## config.mk

```make
export PLATFORM = sky130hd
export DESIGN_NAME = mc_ctrl_fsm
export DESIGN_NICKNAME = d
export VERILOG_FILES = /design/src/rtl/mc_ctrl_pkg.sv /design/src/rtl/alu_ctrl_dec.sv /design/src/rtl/mc_ctrl_fsm.sv
export SDC_FILE = /design/constraint.sdc
export NUM_CORES = 1
export LEC_CHECK = 0
export BUFFER_PORTS_ARGS = -buffer_cell sky130_fd_sc_hd__buf_2
export CORE_MARGIN = 8
export CORE_UTILIZATION = 40
export DETAILED_ROUTE_END_ITERATION = 10
export HOLD_SLACK_MARGIN = 0.15
export PLACE_DENSITY_LB_ADDON = 0.05
export SYNTH_ARGS = -nofsm -noshare
export SYNTH_HDL_FRONTEND = slang
export SYNTH_SLANG_ARGS = --single-unit
```

## constraint.sdc

```tcl
create_clock -name clk -period 1.8 [get_ports clk]
set_input_delay 0.09 -clock clk [delete_from_list [all_inputs] [get_ports clk]]
set_output_delay 0.09 -clock clk [all_outputs]
set_load 0.005 [all_outputs]
```

## src/rtl/mc_ctrl_pkg.sv

```systemverilog
`default_nettype none
// +----------------------------------------------------------------------+
// | mc_ctrl_pkg                                                          |
// | State encoding, opcode/funct fields and ALU codes for mc_ctrl_fsm.   |
// | Revision: 1.0                                                        |
// +----------------------------------------------------------------------+
package mc_ctrl_pkg;

    localparam logic [3:0] ST_HOLD     = 4'd0;
    localparam logic [3:0] ST_FETCH    = 4'd1;
    localparam logic [3:0] ST_DECODE   = 4'd2;
    localparam logic [3:0] ST_EXEC_R   = 4'd3;
    localparam logic [3:0] ST_R_WB     = 4'd4;
    localparam logic [3:0] ST_EXEC_I   = 4'd5;
    localparam logic [3:0] ST_I_WB     = 4'd6;
    localparam logic [3:0] ST_MEM_ADDR = 4'd7;
    localparam logic [3:0] ST_MEM_RD   = 4'd8;
    localparam logic [3:0] ST_MEM_WB   = 4'd9;
    localparam logic [3:0] ST_MEM_WR   = 4'd10;
    localparam logic [3:0] ST_BRANCH   = 4'd11;
    localparam logic [3:0] ST_JUMP     = 4'd12;
    localparam logic [3:0] ST_ILLEGAL  = 4'd13;

    localparam logic [5:0] OP_RTYPE = 6'h00;
    localparam logic [5:0] OP_J     = 6'h02;
    localparam logic [5:0] OP_BEQ   = 6'h04;
    localparam logic [5:0] OP_ADDI  = 6'h08;
    localparam logic [5:0] OP_LW    = 6'h23;
    localparam logic [5:0] OP_SW    = 6'h2B;

    localparam logic [5:0] FN_ADD = 6'h20;
    localparam logic [5:0] FN_SUB = 6'h22;
    localparam logic [5:0] FN_AND = 6'h24;
    localparam logic [5:0] FN_OR  = 6'h25;
    localparam logic [5:0] FN_SLT = 6'h2A;

    localparam logic [2:0] ALU_ADD = 3'b000;
    localparam logic [2:0] ALU_SUB = 3'b001;
    localparam logic [2:0] ALU_AND = 3'b010;
    localparam logic [2:0] ALU_OR  = 3'b011;
    localparam logic [2:0] ALU_SLT = 3'b100;

    localparam logic [1:0] ALU_SRC_B_REG = 2'd0;
    localparam logic [1:0] ALU_SRC_B_IMM = 2'd1;
    localparam logic [1:0] ALU_SRC_B_ONE = 2'd2;

endpackage
`default_nettype wire

```

## src/rtl/alu_ctrl_dec.sv

```systemverilog
`default_nettype none
// +----------------------------------------------------------------------+
// | alu_ctrl_dec                                                         |
// | Combinational R-type funct decode to ALU operation plus legality.    |
// | Revision: 1.0                                                        |
// +----------------------------------------------------------------------+
module alu_ctrl_dec
    import mc_ctrl_pkg::*;
(
    input  logic [5:0] funct,
    output logic [2:0] alu_ctrl,
    output logic       funct_legal
);

    always_comb begin
        alu_ctrl    = ALU_ADD;
        funct_legal = 1'b1;
        case (funct)
            FN_ADD:  alu_ctrl = ALU_ADD;
            FN_SUB:  alu_ctrl = ALU_SUB;
            FN_AND:  alu_ctrl = ALU_AND;
            FN_OR:   alu_ctrl = ALU_OR;
            FN_SLT:  alu_ctrl = ALU_SLT;
            default: funct_legal = 1'b0;
        endcase
    end

endmodule
`default_nettype wire

```

## src/rtl/mc_ctrl_fsm.sv

```systemverilog
`default_nettype none
// +----------------------------------------------------------------------+
// | mc_ctrl_fsm                                                          |
// | Multi-cycle MIPS control unit: FETCH/DECODE/EXEC/MEM/WB sequencing.  |
// | Revision: 1.0                                                        |
// +----------------------------------------------------------------------+
module mc_ctrl_fsm
    import mc_ctrl_pkg::*;
#(
    parameter int unsigned RESET_HOLD = 1
) (
    input  logic       clk,
    input  logic       rst,
    input  logic [5:0] opcode,
    input  logic [5:0] funct,
    input  logic       alu_zero,
    output logic       ir_we,
    output logic       ab_we,
    output logic       aluout_we,
    output logic       pc_inc,
    output logic       pc_we,
    output logic       pc_src,
    output logic       gr_we,
    output logic       reg_dst,
    output logic       mem_to_reg,
    output logic       dmem_we,
    output logic       alu_src_a,
    output logic [1:0] alu_src_b,
    output logic [2:0] alu_ctrl,
    output logic       illegal_op,
    output logic [3:0] state_o
);

    localparam logic [3:0] c_hold_last = 4'(RESET_HOLD - 1);

    logic [3:0] r_state;
    logic [3:0] r_hold_cnt;
    logic [2:0] w_dec_alu_ctrl;
    logic       w_funct_legal;

    alu_ctrl_dec u_alu_ctrl_dec (
        .funct       (funct),
        .alu_ctrl    (w_dec_alu_ctrl),
        .funct_legal (w_funct_legal)
    );

    always_ff @(posedge clk or posedge rst) begin
        if (rst) begin
            r_state    <= ST_HOLD;
            r_hold_cnt <= 4'd0;
        end else begin
            case (r_state)
                ST_HOLD: begin
                    if (r_hold_cnt == c_hold_last) r_state <= ST_FETCH;
                    else                           r_hold_cnt <= r_hold_cnt + 4'd1;
                end
                ST_FETCH:  r_state <= ST_DECODE;
                ST_DECODE: begin
                    case (opcode)
                        OP_RTYPE:     r_state <= w_funct_legal ? ST_EXEC_R : ST_ILLEGAL;
                        OP_LW, OP_SW: r_state <= ST_MEM_ADDR;
                        OP_ADDI:      r_state <= ST_EXEC_I;
                        OP_BEQ:       r_state <= ST_BRANCH;
                        OP_J:         r_state <= ST_JUMP;
                        default:      r_state <= ST_ILLEGAL;
                    endcase
                end
                ST_EXEC_R:   r_state <= ST_R_WB;
                ST_EXEC_I:   r_state <= ST_I_WB;
                ST_MEM_ADDR: r_state <= (opcode == OP_LW) ? ST_MEM_RD : ST_MEM_WR;
                ST_MEM_RD:   r_state <= ST_MEM_WB;
                // Every terminal state, and any unused encoding, restarts at FETCH.
                default:     r_state <= ST_FETCH;
            endcase
        end
    end

    always_comb begin
        ir_we      = 1'b0;
        ab_we      = 1'b0;
        aluout_we  = 1'b0;
        pc_inc     = 1'b0;
        pc_we      = 1'b0;
        pc_src     = 1'b0;
        gr_we      = 1'b0;
        reg_dst    = 1'b0;
        mem_to_reg = 1'b0;
        dmem_we    = 1'b0;
        alu_src_a  = 1'b0;
        alu_src_b  = ALU_SRC_B_REG;
        alu_ctrl   = ALU_ADD;
        illegal_op = 1'b0;
        case (r_state)
            ST_FETCH: begin
                ir_we  = 1'b1;
                pc_inc = 1'b1;
            end
            // Branch target PC+1+imm is computed here and kept in ALUOut.
            ST_DECODE: begin
                ab_we     = 1'b1;
                aluout_we = 1'b1;
                alu_src_b = ALU_SRC_B_IMM;
            end
            ST_EXEC_R: begin
                alu_src_a = 1'b1;
                alu_ctrl  = w_dec_alu_ctrl;
                aluout_we = 1'b1;
            end
            ST_R_WB: begin
                gr_we   = 1'b1;
                reg_dst = 1'b1;
            end
            ST_EXEC_I, ST_MEM_ADDR: begin
                alu_src_a = 1'b1;
                alu_src_b = ALU_SRC_B_IMM;
                aluout_we = 1'b1;
            end
            ST_I_WB: gr_we = 1'b1;
            ST_MEM_WB: begin
                gr_we      = 1'b1;
                mem_to_reg = 1'b1;
            end
            ST_MEM_WR: dmem_we = 1'b1;
            ST_BRANCH: begin
                alu_src_a = 1'b1;
                alu_ctrl  = ALU_SUB;
                pc_we     = alu_zero;
            end
            ST_JUMP: begin
                pc_we  = 1'b1;
                pc_src = 1'b1;
            end
            ST_ILLEGAL: illegal_op = 1'b1;
            default: ;
        endcase
    end

    assign state_o = r_state;

endmodule
`default_nettype wire

```

==> summary.md, run 1 <==
| Metric | Value |
|---|---|
| CTS tree | `yes` |
| Status | `finished, final reports clean` |
| Leak | `0.481 nW` |
| Clk slew on worst S/H paths | `50 ps` |
| Overflow after GRT | `0` |
| H-tree depth | `1` |
| FF+latch count, synth | `8` |
| Via Count | `819` |
| Unrepaired setup endpoints after global routing | `false` |
| GPL Wtd Cong | `0.765` |
| Die area | `3580 sq um` |
| Count of different cell masters after synthesis | `43` |
| Dominant cells by area after synthesis | `dfrtp_1 (26%), nand2b_1 (5.7%), xnor2_1 (4.6%), nor2_1 (3.9%), nand2_1 (3.4%)` |
| CTS buffer count | `3` |
| Psw | `0.000475 W` |
| Max Fclk | `0.608 GHz` |
| Vias in the first global route | `806` |
| Reg2Reg Depth | `4` |
| Gate power share | `60.5%` |
| IO Count | `36` |
| Clk network pwr share | `12.8%` |
| IR drop worst, VDD | `480 uV` |
| Initial antenna violation count | `0` |
| Tcrit/Tclk final | `91.4%` |
| Initial core utilization | `40.8%` |
| Hold path start | `opcode[4]` |
| Setup Buffers After CTS | `0` |
| Largest net degree at the start of global routing | `14` |
| Hold Path Depth | `3` |
| Max Cap Viol | `0` |
| Worst R2R Start | `state_o[1]` |
| Die width | `59.8 um` |
| Post-Syn Area | `768 sq um` |
| Setup TNS | `0 ps` |
| Clock Skews | `0.110 ps` |
| Min cycle time layout | `1650 ps` |
| TritonCTS Sinks | `8` |
| R2R Setup Slk | `220 ps` |
| DRT Wirelength | `2110 um` |
| Final total power | `0.00106 W` |
| Count of pins over their slew limit | `0` |
| Req. time, crit path | `1710 ps` |
| Mapped Cells | `94` |
| Synth top area share | `26.1%` |
| Routed len/inst | `13.5 um` |
| Post-synthesis sequential area ratio | `26.1%` |
| Synth area leader | `dfrtp_1` |
| Worst r2r dst | `r_hold_cnt[3]` |
| Dpl cell area | `966 sq um` |
| Yosys warns | `0` |
| Post-route cell area | `1000 sq um` |
| Area Overhead vs Synth | `30.3%` |
| Sequential share of power | `26.7%` |
| Cell Rows | `16` |
| CP Launch Point | `state_o[2]` |
| Worst hold endpoint | `state_o[1]` |
| First-pass GRT wire length | `3520 um` |
| CP Max Fanout | `9` |
| Final cell count without fillers | `156` |
| Global router's overall resource usage | `12.7%` |
| Worst skew pair latency | `260 ps` |
| Port Buffers | `34` |
| Hold Vio Cnt, Final | `0` |
| Crit end category | `output port` |
| Nets@finish | `148` |
| Final HPWL DP | `1690 um` |
| Power Internal | `0.000589 W` |
| Synthesized area per cell | `8.17 sq um` |
| Switching portion of total power | `44.7%` |
| Root Driver | `clkbuf_4` |
| HP Class | `in -> reg` |
| WS Path Type | `reg -> out` |
| Final Setup Violations | `0` |
| Placed insts | `152` |
| Antenna Nets Post-Route | `0` |
| Startpoint Class | `flip-flop` |
| Pwr dens | `1060 nW/um^2` |
| Syn Nets | `111` |
| Detailed Routing Iterations Pass 1 | `4` |
| Max Buffers Root-to-Sink | `2` |
| Drt drc | `0` |
| Core area | `1880 sq um` |
| Number of vias per cell | `5.25` |
| Layout cell share with drive strength beyond 1 | `38.0%` |
| Die H | `59.8 um` |
| Inserted Diodes | `0` |
| Initial DRC count | `24` |
| CP arrival | `1560 ps` |
## power by group through the flow
stage          clock (W)  combinational (W)  sequential (W)
6_report        0.000137           0.000644        0.000284
5_1_grt         0.000151           0.000719        0.000293
4_1_cts         0.000144           0.000650        0.000283
3_5_place_dp           0           0.000644        0.000285
3_3_place_gp           0           0.000651        0.000280
2_1_floorplan          0           0.000427        0.000251
## cell type report
type | count | area (sq um)
clock buffers | 3 | 22.5
fillers | 196 | 881
inverters | 4 | 15.0
multi-input cells | 75 | 519
flip-flops and latches | 8 | 200
well taps | 27 | 33.8
repair buffers | 39 | 210
## metal layers
metal	global-route usage, %	share of wire (%)
met1	16.4	47
met2	18.5	44
met3	4.09	7.4
met4	6.12	1.1
met5	0	0
## synth_stat cells, drive strengths merged
cell type	instances
dfrtp	8
nor2	8
nand2	7
nand2b	7
nor4	5
buf	4
inv	4
nor2b	4
xnor2	4
clkbuf	3
nand3	3
o21ai	3
o31ai	3
a21oi	2
ha	2
nand3b	2
nor3	2
a2111oi	1
a211oi	1
a21o	1
a311o	1
a311oi	1
a31oi	1
a41o	1
and2	1
and3	1
conb	1
maj3	1
mux2i	1
nand4	1
nand4b	1
nor3b	1
o211ai	1
o21bai	1
o22a	1
o22ai	1
or2	1
or3	1
or4	1
or4bb	1
## how the worst max path moves through the flow
stage                     slack, ps  cells past startpoint       endpoint
after detailed placement        220                      6  r_hold_cnt[3]
after floorplan                 310                      5  r_hold_cnt[3]
after global routing             40                      5    alu_ctrl[0]
final                           150                      5    alu_ctrl[0]
after CTS                       150                      5    alu_ctrl[0]
after global placement          310                      6  r_hold_cnt[3]
## layout by cell type (no fill, tap or decap), types with 2 or more instances in the layout
cell type and count:
a21oi_1 2, buf_2 34, buf_4 4, clkbuf_4 3
dfrtp_1 8, ha_1 2, inv_1 4, nand2_1 7
nand2b_1 7, nand3_1 3, nand3b_1 2, nor2_1 8
nor2b_1 3, nor3_1 2, nor4_1 3, o21ai_0 3
o31ai_1 3, xnor2_1 4
## metrics by stage
step                setup WS [ps]  util [%]  hold WS, ps
global placement              310      51.3         49.0
global route                 38.9      53.2          190
floorplan                     306         -        -94.3
detailed placement            221      51.3         42.7
finish                        155      53.2          186
CTS                           147      53.1          177
## logic make-up after synthesis
kind of cell               count (synthesis)  share of synthesized area [%]
adders and majority gates                  3                           4.56
muxes                                      1                           1.30
and+or+nand+nor                           47                           37.6
AOI/OAI and AO/OA                         19                           18.7
buffers and inverters                     11                           6.68
DFF                                        8                           26.1
other                                      1                          0.488
xor gates and xnor gates                   4                           4.56
## critical path: stages, from the launching register on
cell	delay (ps)
dfrtp_1	470
nand2b_1	300
nor4_2	280
nand2_1	80
nand2_1	60
buf_2	100
## state kept, by name, summed over array words and instances (netlist names)
signal / cells
state_o: 4
r_hold_cnt: 4
## what timing repair did
item,in CTS,in global routing
hold buffers,1,0
endpoints found under the setup margin,0,1
endpoints found under the hold margin,8,0
resized for setup,0,1
No activity file was read; power rests on OpenSTA's default activity.
==> run 2, diff against run 1 <==
- CORE_ASPECT_RATIO: unset -> 0.7
- clock period: 1.8 -> 2.1 ns (I/O delays scaled with it)
==> run 2 against run 1 <==
Net effect:
- cell count is 5.1% lower
- combinational power shrank 25%
- non-clock buffer count down 3
- sequential power shrank 4%
- final area fell by 3.1%
- critical path type unchanged
- largest power group unchanged
==> summary.md, run 2 (synthesis results as in run 1) <==
| Metric | Value |
|---|---|
| Count of pins over their slew limit | `0` |
| CTS buffer count | `3` |
| Largest net degree at the start of global routing | `18` |
| Via Count | `799` |
| IO Count | `36` |
| Routed len/inst | `14.4 um` |
| Antenna Nets Post-Route | `0` |
| Status | `finished, final reports clean` |
| Worst R2R Start | `state_o[3]` |
| Sequential share of power | `31.2%` |
| Cell Rows | `13` |
| Switching portion of total power | `45.6%` |
| Power Internal | `0.000475 W` |
| Post-CTS sizing | `0` |
| Port Buffers | `34` |
| Detailed Routing Iterations Pass 1 | `4` |
| GPL Wtd Cong | `0.793` |
| Pwr dens | `901 nW/um^2` |
| Number of vias per cell | `5.40` |
| Nets@finish | `145` |
| Area Overhead vs Synth | `26.2%` |
| Max Cap Viol | `0` |
| Core area | `1840 sq um` |
| Worst skew pair latency | `260 ps` |
| IR drop worst, VDD | `709 uV` |
| Clk slew on worst S/H paths | `50 ps` |
| Dpl cell area | `937 sq um` |
| Tcrit/Tclk final | `85.3%` |
| Multi-input gate area | `517 sq um` |
| First-pass GRT wire length | `3380 um` |
| Final cell count without fillers | `148` |
| Drt drc | `0` |
| CTS tree | `yes` |
| Setup Buffers After CTS | `0` |
| Critical Path End | `alu_ctrl[0]` |
| # fillers | `186` |
| Layout cell share with drive strength beyond 1 | `35.7%` |
| CP Launch Point | `state_o[3]` |
| Gate power share | `55.5%` |
| Max Buffers Root-to-Sink | `2` |
| Die width | `68.4 um` |
| Commonest non-fill, non-tap cell in the layout | `buf_2` |
| Setup TNS | `0 ps` |
| Slew margin rel. | `65.3%` |
| Final Setup Violations | `0` |
| Vias in the first global route | `745` |
| Leak | `0.465 nW` |
| Initial DRC count | `34` |
| HP Class | `in -> reg` |
| Hold Path Depth | `3` |
| Commonest non-fill, non-tap cells in the layout | `buf_2 (34), nor2_1 (8), dfrtp_1 (8)` |
| Unrepaired setup endpoints after global routing | `false` |
| Overflow after GRT | `0` |
| Psw | `0.000398 W` |
| Hold Vio Cnt, Final | `0` |
| TritonCTS Sinks | `8` |
| DRT Wirelength | `2140 um` |
| WS Path Type | `reg -> out` |
| Clk network pwr share | `13.3%` |
| Clock Skews | `4.42 ps` |
| Post-route cell area | `970 sq um` |
| Register area | `200 sq um` |
| Initial core utilization | `41.8%` |
| Inserted Diodes | `0` |
| Die H | `52.7 um` |
| Die area | `3600 sq um` |
| Placed insts | `144` |
| Crit end category | `output port` |
| Req. time, crit path | `2000 ps` |
| CP Max Fanout | `17` |
| Final total power | `0.000873 W` |
| H-tree depth | `1` |
| Root Driver | `clkbuf_4` |
| Global router's overall resource usage | `12.4%` |
| Reg2Reg Depth | `4` |
| Final HPWL DP | `1720 um` |
| Initial antenna violation count | `0` |
| Worst Max-Slew Pin Slew | `520 ps` |
| Max Fclk | `0.558 GHz` |
| R2R Setup Slk | `430 ps` |
| Worst r2r dst | `state_o[3]` |
| Startpoint Class | `flip-flop` |
| Hold buffers post-CTS | `1` |
| Min cycle time layout | `1790 ps` |
| CP arrival | `1690 ps` |
-- run 2: cell types whose count changed in the layout (fill, tap and decap cells not counted), sizes merged --
cell  delta
buf      -3
-- run 2: power by group through the flow --
| stage | Sequential, W | Clock [W] | Combinational, W |
|---|---|---|---|
| final | 0.000272 | 0.000116 | 0.000485 |
| after global routing | 0.000287 | 0.000129 | 0.000550 |
| after CTS | 0.000271 | 0.000121 | 0.000490 |
| after detailed placement | 0.000273 | 0 | 0.000486 |
| after global placement | 0.000273 | 0 | 0.000484 |
| after floorplan | 0.000215 | 0 | 0.000366 |
-- run 2: area by class of cell --
| type | instances | share of cell area (%) |
|---|---|---|
| timing repair buffer | 36 | 19.4 |
| inverter | 4 | 1.55 |
| tap | 22 | 2.84 |
| clock buffer | 3 | 2.32 |
| sequential | 8 | 20.6 |
| multi-input combinational | 75 | 53.3 |
-- run 2: how the worst min path moves through the flow --
stage / from / endpoint
after floorplan: rst / r_hold_cnt[0]
after global placement: rst / state_o[1]
after detailed placement: rst / state_o[1]
after CTS: opcode[4] / state_o[1]
after global routing: opcode[4] / state_o[1]
final: opcode[4] / state_o[1]
-- run 2: worst max-delay path, stage by stage, from the launching register on --
cell and delay (ps):
dfrtp_1 560, nand2b_1 290, nor4_2 320, nand2_1 90
nand2_1 60, buf_2 100
-- run 2: metrics by stage --
step	hold WS (ps)	setup slack, ps	utilization [%]
6_report	199	309	52.8
5_1_grt	199	158	52.8
4_1_cts	190	313	52.8
3_5_place_dp	65.8	474	51.0
3_3_place_gp	65.8	517	51.0
2_1_floorplan	-79.3	606	-
-- run 2: per-layer routing --
layer | routed length, um | GRT usage [%]
met2 | 760 | 13.7
met3 | 241 | 6.84
met1 | 1110 | 18.0
met5 | 0 | 0
met4 | 30 | 5.08
